==> config.mk <==
export PLATFORM = sky130hd
export DESIGN_NAME = geo_line_sequencer
export DESIGN_NICKNAME = d
export VERILOG_FILES = /design/src/rtl/geo_seq_pkg.sv /design/src/rtl/geo_seq_vertex_mux.sv /design/src/rtl/geo_line_sequencer.sv
export SDC_FILE = /design/constraint.sdc
export NUM_CORES = 1
export LEC_CHECK = 0
export CORE_MARGIN = 1
export CORE_UTILIZATION = 35
export DETAILED_ROUTE_END_ITERATION = 8
export DONT_BUFFER_PORTS = 1
export PLACE_DENSITY_LB_ADDON = 0.3
export SLEW_MARGIN = 20
export SYNTH_ARGS = -nofsm -noshare
export SYNTH_HDL_FRONTEND = slang
export SYNTH_SLANG_ARGS = --single-unit
==> constraint.sdc <==
create_clock -name clk -period 4.8 [get_ports clk]
set_input_delay 0.48 -clock clk [delete_from_list [all_inputs] [get_ports clk]]
set_output_delay 0.48 -clock clk [all_outputs]
set_load 0.05 [all_outputs]
==> src/rtl/geo_seq_pkg.sv <==
// Shared types and constants for the geo_line_sequencer shape front end.
// Holds the shape opcode and FSM state encodings plus the per-shape
// segment count used to find the last segment of a shape.
package geo_seq_pkg;

    localparam int DEFAULT_COORD_W = 12;

    typedef enum logic [1:0] {
        OP_LINE = 2'd0,
        OP_POLY = 2'd1,
        OP_TRI  = 2'd2,
        OP_BOX  = 2'd3
    } op_t;

    typedef enum logic [2:0] {
        S_IDLE   = 3'd0,
        S_LAUNCH = 3'd1,
        S_WAIT   = 3'd2,
        S_GAP    = 3'd3,
        S_DONE   = 3'd4
    } state_t;

    // Number of line segments a shape is broken into.
    function automatic logic [2:0] seg_count(input op_t op);
        logic [2:0] n;
        case (op)
            OP_LINE: n = 3'd1;
            OP_POLY: n = 3'd1;
            OP_TRI:  n = 3'd3;
            OP_BOX:  n = 3'd4;
            default: n = 3'd1;
        endcase
        return n;
    endfunction

endpackage

==> src/rtl/geo_seq_vertex_mux.sv <==
// Segment endpoint selector for geo_line_sequencer.
// Maps (shape op, segment index, latched vertices, previous end point)
// to the start/end coordinates of that segment. Purely combinational;
// the parent registers the result when it launches a segment.
module geo_seq_vertex_mux
    import geo_seq_pkg::*;
#(
    parameter int COORD_W = DEFAULT_COORD_W
) (
    input  op_t                        op,
    input  logic [1:0]                 seg_idx,
    input  logic signed [COORD_W-1:0]  x0,
    input  logic signed [COORD_W-1:0]  y0,
    input  logic signed [COORD_W-1:0]  x1,
    input  logic signed [COORD_W-1:0]  y1,
    input  logic signed [COORD_W-1:0]  x2,
    input  logic signed [COORD_W-1:0]  y2,
    input  logic signed [COORD_W-1:0]  last_x,
    input  logic signed [COORD_W-1:0]  last_y,
    output logic signed [COORD_W-1:0]  ax,
    output logic signed [COORD_W-1:0]  ay,
    output logic signed [COORD_W-1:0]  bx,
    output logic signed [COORD_W-1:0]  by
);

    // Segment table: LINE and POLY are single segments, TRI walks
    // v0->v1->v2->v0 and BOX walks the four corners clockwise from v0.
    always_comb begin
        ax = x0;
        ay = y0;
        bx = x1;
        by = y1;
        case (op)
            OP_LINE: begin
                ax = x0;
                ay = y0;
                bx = x1;
                by = y1;
            end
            OP_POLY: begin
                ax = last_x;
                ay = last_y;
                bx = x1;
                by = y1;
            end
            OP_TRI: begin
                case (seg_idx)
                    2'd0: begin
                        ax = x0; ay = y0; bx = x1; by = y1;
                    end
                    2'd1: begin
                        ax = x1; ay = y1; bx = x2; by = y2;
                    end
                    default: begin
                        ax = x2; ay = y2; bx = x0; by = y0;
                    end
                endcase
            end
            OP_BOX: begin
                case (seg_idx)
                    2'd0: begin
                        ax = x0; ay = y0; bx = x1; by = y0;
                    end
                    2'd1: begin
                        ax = x1; ay = y0; bx = x1; by = y1;
                    end
                    2'd2: begin
                        ax = x1; ay = y1; bx = x0; by = y1;
                    end
                    default: begin
                        ax = x0; ay = y1; bx = x0; by = y0;
                    end
                endcase
            end
            default: begin
                ax = x0; ay = y0; bx = x1; by = y1;
            end
        endcase
    end

endmodule

==> src/rtl/geo_line_sequencer.sv <==
// Shape-command front end for one line_generator in the Geo_Writer pipeline.
// Accepts LINE / POLY / TRI / BOX commands, splits each into segments and
// issues them one at a time, waiting for the generator's completion pulse.
// Optional feature macro: GEO_SEQ_ABORT_EN adds an abort input that drops the
// current shape and pulses lg_abort_rst towards the line generator.
module geo_line_sequencer
    import geo_seq_pkg::*;
#(
    parameter int COORD_W    = DEFAULT_COORD_W,
    parameter int GAP_CYCLES = 0
) (
    input  logic                       clk,
    input  logic                       reset,
    input  logic                       cmd_valid,
    output logic                       cmd_ready,
    input  logic [1:0]                 cmd_op,
    input  logic signed [COORD_W-1:0]  cmd_x0,
    input  logic signed [COORD_W-1:0]  cmd_y0,
    input  logic signed [COORD_W-1:0]  cmd_x1,
    input  logic signed [COORD_W-1:0]  cmd_y1,
    input  logic signed [COORD_W-1:0]  cmd_x2,
    input  logic signed [COORD_W-1:0]  cmd_y2,
    input  logic                       pix_ready,
    output logic                       lg_enable,
    output logic                       lg_run,
    output logic signed [COORD_W-1:0]  lg_ax,
    output logic signed [COORD_W-1:0]  lg_ay,
    output logic signed [COORD_W-1:0]  lg_bx,
    output logic signed [COORD_W-1:0]  lg_by,
    output logic                       lg_ena_pause,
    input  logic                       lg_line_complete,
`ifdef GEO_SEQ_ABORT_EN
    input  logic                       abort,
    output logic                       lg_abort_rst,
`endif
    output logic                       seq_busy,
    output logic                       shape_done
);

    // GAP lasts GAP_CYCLES+1 cycles: the counter runs 0..GAP_LAST inclusive.
    localparam logic [3:0] GAP_LAST = GAP_CYCLES[3:0];

    state_t                      state;
    op_t                         op_q;
    logic [1:0]                  seg_idx;
    logic [3:0]                  gap_cnt;
    logic signed [COORD_W-1:0]   x0_q, y0_q, x1_q, y1_q, x2_q, y2_q;
    logic signed [COORD_W-1:0]   last_x, last_y;

    op_t                         mux_op;
    logic [1:0]                  mux_idx;
    logic signed [COORD_W-1:0]   mux_x0, mux_y0, mux_x1, mux_y1, mux_x2, mux_y2;
    logic signed [COORD_W-1:0]   seg_ax, seg_ay, seg_bx, seg_by;
    logic                        seg_is_last;

    assign lg_ena_pause = !pix_ready;
    assign seg_is_last  = ({1'b0, seg_idx} == (seg_count(op_q) - 3'd1));

    // In IDLE the first segment is built straight from the command bus so it
    // can be registered on the accepting edge; later segments use latched data.
    always_comb begin
        mux_op  = op_q;
        mux_idx = seg_idx;
        mux_x0  = x0_q;
        mux_y0  = y0_q;
        mux_x1  = x1_q;
        mux_y1  = y1_q;
        mux_x2  = x2_q;
        mux_y2  = y2_q;
        if (state == S_IDLE) begin
            mux_op  = op_t'(cmd_op);
            mux_idx = 2'd0;
            mux_x0  = cmd_x0;
            mux_y0  = cmd_y0;
            mux_x1  = cmd_x1;
            mux_y1  = cmd_y1;
            mux_x2  = cmd_x2;
            mux_y2  = cmd_y2;
        end
    end

    geo_seq_vertex_mux #(
        .COORD_W (COORD_W)
    ) u_vertex_mux (
        .op      (mux_op),
        .seg_idx (mux_idx),
        .x0      (mux_x0),
        .y0      (mux_y0),
        .x1      (mux_x1),
        .y1      (mux_y1),
        .x2      (mux_x2),
        .y2      (mux_y2),
        .last_x  (last_x),
        .last_y  (last_y),
        .ax      (seg_ax),
        .ay      (seg_ay),
        .bx      (seg_bx),
        .by      (seg_by)
    );

    // Sequencer FSM with registered handshake, strobe and coordinate outputs.
    always_ff @(posedge clk) begin
        if (reset) begin
            state      <= S_IDLE;
            op_q       <= OP_LINE;
            seg_idx    <= 2'd0;
            gap_cnt    <= 4'd0;
            x0_q       <= '0;
            y0_q       <= '0;
            x1_q       <= '0;
            y1_q       <= '0;
            x2_q       <= '0;
            y2_q       <= '0;
            last_x     <= '0;
            last_y     <= '0;
            cmd_ready  <= 1'b1;
            lg_enable  <= 1'b0;
            lg_run     <= 1'b0;
            lg_ax      <= '0;
            lg_ay      <= '0;
            lg_bx      <= '0;
            lg_by      <= '0;
            seq_busy   <= 1'b0;
            shape_done <= 1'b0;
`ifdef GEO_SEQ_ABORT_EN
            lg_abort_rst <= 1'b0;
`endif
        end else begin
            lg_enable  <= 1'b1;
            lg_run     <= 1'b0;
            shape_done <= 1'b0;
`ifdef GEO_SEQ_ABORT_EN
            lg_abort_rst <= 1'b0;
            if (abort && (state == S_LAUNCH || state == S_WAIT || state == S_GAP)) begin
                state        <= S_IDLE;
                cmd_ready    <= 1'b1;
                seq_busy     <= 1'b0;
                lg_abort_rst <= 1'b1;
            end else
`endif
            begin
                case (state)
                    S_IDLE: begin
                        if (cmd_valid) begin
                            op_q      <= op_t'(cmd_op);
                            x0_q      <= cmd_x0;
                            y0_q      <= cmd_y0;
                            x1_q      <= cmd_x1;
                            y1_q      <= cmd_y1;
                            x2_q      <= cmd_x2;
                            y2_q      <= cmd_y2;
                            seg_idx   <= 2'd0;
                            lg_ax     <= seg_ax;
                            lg_ay     <= seg_ay;
                            lg_bx     <= seg_bx;
                            lg_by     <= seg_by;
                            lg_run    <= 1'b1;
                            cmd_ready <= 1'b0;
                            seq_busy  <= 1'b1;
                            state     <= S_LAUNCH;
                        end
                    end
                    S_LAUNCH: begin
                        state <= S_WAIT;
                    end
                    S_WAIT: begin
                        if (lg_line_complete) begin
                            last_x <= lg_bx;
                            last_y <= lg_by;
                            if (seg_is_last) begin
                                shape_done <= 1'b1;
                                state      <= S_DONE;
                            end else begin
                                seg_idx <= seg_idx + 2'd1;
                                gap_cnt <= 4'd0;
                                state   <= S_GAP;
                            end
                        end
                    end
                    S_GAP: begin
                        if (gap_cnt == GAP_LAST) begin
                            lg_ax  <= seg_ax;
                            lg_ay  <= seg_ay;
                            lg_bx  <= seg_bx;
                            lg_by  <= seg_by;
                            lg_run <= 1'b1;
                            state  <= S_LAUNCH;
                        end else begin
                            gap_cnt <= gap_cnt + 4'd1;
                        end
                    end
                    S_DONE: begin
                        cmd_ready <= 1'b1;
                        seq_busy  <= 1'b0;
                        state     <= S_IDLE;
                    end
                    default: begin
                        cmd_ready <= 1'b1;
                        seq_busy  <= 1'b0;
                        state     <= S_IDLE;
                    end
                endcase
            end
        end
    end

endmodule

## Yosys cells after proc, flatten, opt, wreduce, memory -nomap -nowiden

Cells that the tools add are included.

| storage, ports and cells | value |
|---|---|
| register bits | 160 |
| word-level logic and storage cells | 121 |

| cells by class | value |
|---|---|
| $add $sub $neg | 3 |
| eq/ne operators | 17 |
| multiplexer cells | 55 |
| bitwise operators | 3 |
| reductions and logical operators | 22 |

Operator list:

| kind | number |
|---|---|
| $mux 12 | 18 |
| $pmux 12 s2 | 8 |
| $pmux 12 s4 | 2 |
| $pmux 12 s3 | 2 |
| $mux 3 | 4 |
| $mux 4 | 3 |
| $pmux 3 s4 | 1 |
| $eq 2x2->1 const B | 5 |
| $mux 2 | 5 |
| $ne 2x2->1 const B | 5 |
| $pmux 3 s3 | 1 |
| $pmux 4 s2 | 1 |
| $reduce_and 4->1 | 2 |
| $reduce_or 2->1 | 4 |
| $eq 2x1->1 const B | 3 |
| $eq 3x2->1 const B | 2 |
| $logic_not 2->1 | 3 |
| $mux 1 | 6 |
| $pmux 1 s2 | 3 |
| $reduce_and 2->1 | 3 |
| $reduce_and 3->1 | 2 |
| $reduce_bool 2->1 | 3 |
| $reduce_or 3->1 | 2 |
| $add 4x1->4 const B | 1 |
| 9 further kinds | 11 |

## Depth between registers and ports, before layout

| logic depth | value |
|---|---|
| word-level depth | 8 |
| gate-level depth with buffers | 15 |
| gate-level depth less buffers | 8 |

## By module

A second synthesis with hierarchy kept.

| unflattened totals | value |
|---|---|
| cell total of the unflattened synthesis | 1078 |
| area total of the unflattened synthesis | 8794.7 um^2 |

Modules (own cells, without submodules):

| module | times used | cells an instance | area an instance (um^2) | sequential area each (um^2) |
|---|---|---|---|---|
| geo_line_sequencer | 1 | 799 | 6586.3 | 3203.1 |
| geo_seq_vertex_mux | 1 | 279 | 2208.4 | 0.0 |

## Least setup slack after synthesis

No wires, ideal clock.

| path | value |
|---|---|
| kind | register to register |
| start | reg state[0] |
| end | reg lg_ax[2] |
| library setup time | 0.117 ns |
| arrival time | 3.050 ns |
| required time | 4.683 ns |
| slack | 1.632 ns |
| cell stages (with the launch flop) | 16 |
| buffers on the path | 7 |
| period minus slack after synthesis | 3.168 ns |
| cells stage by stage | dfxtp_1 > buf_6 > or3_1 > buf_2 > and2_4 > buf_6 > clkinv_4 > buf_6 > buf_2 > ha_1 > clkbuf_1 > clkbuf_1 > mux4_2 > a21oi_1 > o22ai_1 > a32o_1 |

| on the way | value |
|---|---|
| cells in the longest elaborated chain, start to end | 8 |
| elaborated cells on any way between the ends | 25 |
| those cells by class | 8 x eq/ne; 11 x mux; 6 x reduce/logical |

RTL lines:

| element | line | RTL |
|---|---|---|
| start, declared | geo_line_sequencer.sv:43 | `state_t state;` |
| start signal, assigned | geo_line_sequencer.sv:104 | `state <= S_IDLE;` |
| start signal, assigned | geo_line_sequencer.sv:160 | `state <= S_LAUNCH;` |
| start signal, assigned | geo_line_sequencer.sv:164 | `state <= S_WAIT;` |
| $logic_not 3->1 | geo_line_sequencer.sv:70, geo_line_sequencer.sv:142 |  |
| $mux 2 | geo_line_sequencer.sv:70 | `if (state == S_IDLE) begin` |
| $eq 2x1->1 / $eq 2x2->1 (equally long branches) | geo_seq_vertex_mux.sv:47, geo_seq_vertex_mux.sv:60 |  |
| $reduce_or 2->1 (no line) | - |  |
| $mux 12 | geo_seq_vertex_mux.sv:60 | `case (seg_idx)` |
| $pmux 12 s4 | geo_seq_vertex_mux.sv:33 | `case (op)` |
| $mux 12, on equally long branches | geo_line_sequencer.sv:181, geo_line_sequencer.sv:144 |  |
| $pmux 12 s2 | geo_line_sequencer.sv:142 | `case (state)` |
| end signal, assigned | geo_line_sequencer.sv:153 | `lg_ax <= seg_ax;` |
| end signal, assigned | geo_line_sequencer.sv:182 | `lg_ax <= seg_ax;` |
| end, declared | geo_line_sequencer.sv:26 | `output logic signed [COORD_W-1:0] lg_ax,` |

Parallel ways exist; a longest one is shown, timed or not. The select of a mux whose other input is x is not followed.
A chain may end at the register's enable or synchronous reset.

## Final worst setup path

| path | value |
|---|---|
| start | reg state[0] |
| end | reg lg_ax[0] |

Same word-level chain as after synthesis.

==> impl_results.md <==
* RSZ-0062 raised after global routing: no
* DR pass1 iterations at 8
* Syn_nets at approximately 1200
* Initial antenna violation count at 0
* Final Max Tran Viols at 0
* Cells after Synth at around 1100
* Post-synth EDFFs at 0
* Layout net count at ~1100
* Outcome: completed
* Hold Buf Count CTS at 0
* Tightest Pin Transition at between 1 and 1.5 ns
* Filler cells at approximately 2600
* Total gr overflow at 0
* Hold_ws at about 0.11 ns
* Worst Setup End Kind: flop
* CTS Buf Count at 17
* Syn Std Cell Area at slightly above 0.009 sq mm
* Crit path arrival time at ~3.7 ns
* Placed cells at 1356
* CTS root buffer: clkbuf_16
* DIE AREA at 0.02649 sq mm
* Wirelength per Cell at about 23 um
* Residual DRC at 0
* Power Density at roughly 400 mW/mm^2
* Largest area contributor in the netlist: dfxtp_1
* Clock-pin slew on the worst setup and hold paths at roughly 0.06 ns
* Final HPWL DP at 20020 um
* Setup WS pre-CTS at around 1.5 ns
* Final Skew at approximately 0.019 ns
* Logic pwr share at roughly 20%
* Max Cap Viol at 0
* Slew HR at around a quarter
* CP required at 5.13 ns
* Post-route setup slack at 1.401 ns
* Worst min-delay path class: in2reg
* Clock Power Share at between 30% and 40%
* VDD IR max at 0.2482 mV
* First-pass GRT wire length at around 49000 um
* # setup viols final at 0
* FMAX at between 200 and 300 MHz
* Final antenna diode count at 0
* Avg Vias per Cell at 6.118
* Synth-to-Final Area Change at 8.050%
* Vias at 8480
* CTS tree: yes
* I/O Pins at roughly 130
* Vias in the first global route at a little under 8000
* # Post-CTS Setup Buffers at 0
* Post-synthesis cell type count at 54
* Switch share at between 30% and 40%
* Core Area at ~0.025 sq mm
* Net Sw Power at 1292 uW
* H-Tree Level Count at 4
* WS Path Type: reg2reg
* # rows at slightly below 60
* Starting DRT DRC Count at 924
* Global Route Usage Sum at 23.72%
* Buffers on Ports at 0
* Final WL at approximately 31000 um
* Syn. warnings at 0
* DIE HEIGHT at ~160 um
* Lkg Pwr at approximately 0.0034 uW
* Predominant post-synthesis flop cell: dfxtp_1
* CTS Buffer Depth at 2
* Post-route minimum period at approximately 3.4 ns
* Sequential-to-total area share from yosys stat at ~35%
* Worst setup SP type: flop
* Worst skew pair latency at 0.44 ns
* Crit share post-route at a little over two thirds
* Ranking of synthesized cells by area: dfxtp_1 35%, nand2_1 10%, a21oi_1 8.1%
* Final Hold Viols at 0
* Register share of total power at between 40 and 50%
* Synth Area per Inst at between 8 and 9 sq um
* Largest net degree at the start of global routing at 122
* Routability cong. at 0.8501
* Post-CTS Resized at 0
* Fraction of layout cells with a size suffix above 1 at 12.59%
* Post-synthesis register bit count at 160
* Internal at roughly 2600 uW
* Clock sinks at 160
* Initial Util at between 30% and 40%
* Final Non-Filler Cells at 1386
* Chip width at 162.8 um
* Setup tns final at 0 ns
* Reg2reg setup slack at approximately 1.4 ns
* Antenna Violating Nets Remaining at 0
* Async set or reset register ratio after synthesis at 0%
* Area share of the leading cell type in the synthesized netlist at 35.41%
* Worst-path fanout max at 40
placed cells by master (no fill, tap or decap), types with 3 or more instances in the layout:
master,instances
a211o_1,12
a21oi_1,147
a221oi_1,36
a222oi_1,12
a311oi_1,10
a31oi_1,15
a32o_1,24
and2_1,3
buf_4,23
clkbuf_16,17
clkbuf_8,7
dfxtp_1,160
ha_1,5
inv_1,6
mux2_1,6
mux2_2,54
mux2i_1,33
mux4_2,12
nand2_1,249
nand3_1,3
nor2_1,46
nor3_1,5
nor4_1,15
o211ai_1,10
o21ai_0,20
o21bai_1,26
o22ai_1,24
or3_1,35
final timing paths:
kind	cells after the start	from	end
max reg2reg	9	state[0]$_SDFFE_PP0P_	lg_ax[0]$_SDFFE_PP0P_
min	1	reset	x0_q[11]$_SDFFE_PP0P_
max	9	state[0]$_SDFFE_PP0P_	lg_ax[0]$_SDFFE_PP0P_
min reg2reg	2	last_x[6]$_SDFFE_PP0P_	last_x[6]$_SDFFE_PP0P_
cell families after synthesis:
logic type      synth area share, %
compound gates                25.60
xor+xnor                    0.09684
fa+ha+maj                    0.6916
buf+inv                       5.878
flops                         35.41
mux                           14.11
simple gates                  18.22
final cells by class:
cell class              count  area (sq um)  share of cell area, %
multi-input cells         836          5353                  54.76
flip-flops and latches    160          3203                  32.77
clock buffers              26         529.3                  5.415
well taps                 330         412.9                  4.224
repair buffers             23         172.7                  1.767
clock inverters             4         72.57                 0.7424
inverters                   7         31.28                 0.3200
stage by stage:
step	utilization (%)	total power (uW)	instance area, sq um
floorplan	-	2319	9046
global placement	36.30	2507	9166
detailed placement	36.30	2512	9166
CTS	38.68	3912	9768
global route	38.70	4053	9774
finish	38.70	3902	9774
critical path: stages (launching register included):
cell and delay (ns):
dfxtp_1 0.33, or3_1 0.12, and2_4 0.47, clkinv_4 0.43, ha_1 0.77, buf_4 0.32
mux4_2 0.33, a21oi_1 0.15, o22ai_1 0.11, a32o_1 0.25
power by group through the flow:
stage	sequential (uW)	clock, uW	combinational (uW)
after floorplan	1700	0	619
after global placement	1750	0	761
after detailed placement	1750	0	766
after CTS	1720	1420	769
after global routing	1730	1470	851
final	1720	1400	779
layer usage:
layer,share of wire (%),wire [um],up-vias,GRT usage [%]
li1,-,-,3948,-
met1,43,13560,4070,32.16
met2,44,13740,413,35.82
met3,11,3326,49,6.570
met4,2.6,821,0,8.284
met5,0,0,-,0
Yosys cell counts (2+ instances only):
| cell | number |
|---|---|
| buf_2 | 25 |
| o22ai_1 | 24 |
| nor3_1 | 6 |
| a31oi_1 | 15 |
| mux2i_1 | 33 |
| inv_1 | 6 |
| buf_6 | 5 |
| mux4_2 | 12 |
| clkbuf_1 | 72 |
| nand2_1 | 251 |
| a32o_1 | 24 |
| a221oi_1 | 36 |
| nor2_1 | 48 |
| or3_1 | 35 |
| nand3b_1 | 2 |
| mux2_1 | 6 |
| o21bai_1 | 26 |
| nand3_1 | 3 |
| dfxtp_1 | 160 |
| nor3b_1 | 2 |
| mux2_2 | 54 |
| a211oi_1 | 2 |
| a21oi_1 | 147 |
| o211ai_1 | 10 |
| a311oi_1 | 10 |
| nor4_1 | 15 |
| nor4_2 | 2 |
| o21ai_0 | 20 |
| a21o_1 | 2 |
| buf_4 | 4 |
| ha_1 | 5 |
| a211o_1 | 13 |
| buf_1 | 5 |
| and2_1 | 3 |
| a222oi_1 | 12 |
(Power assumes the default switching activity.)
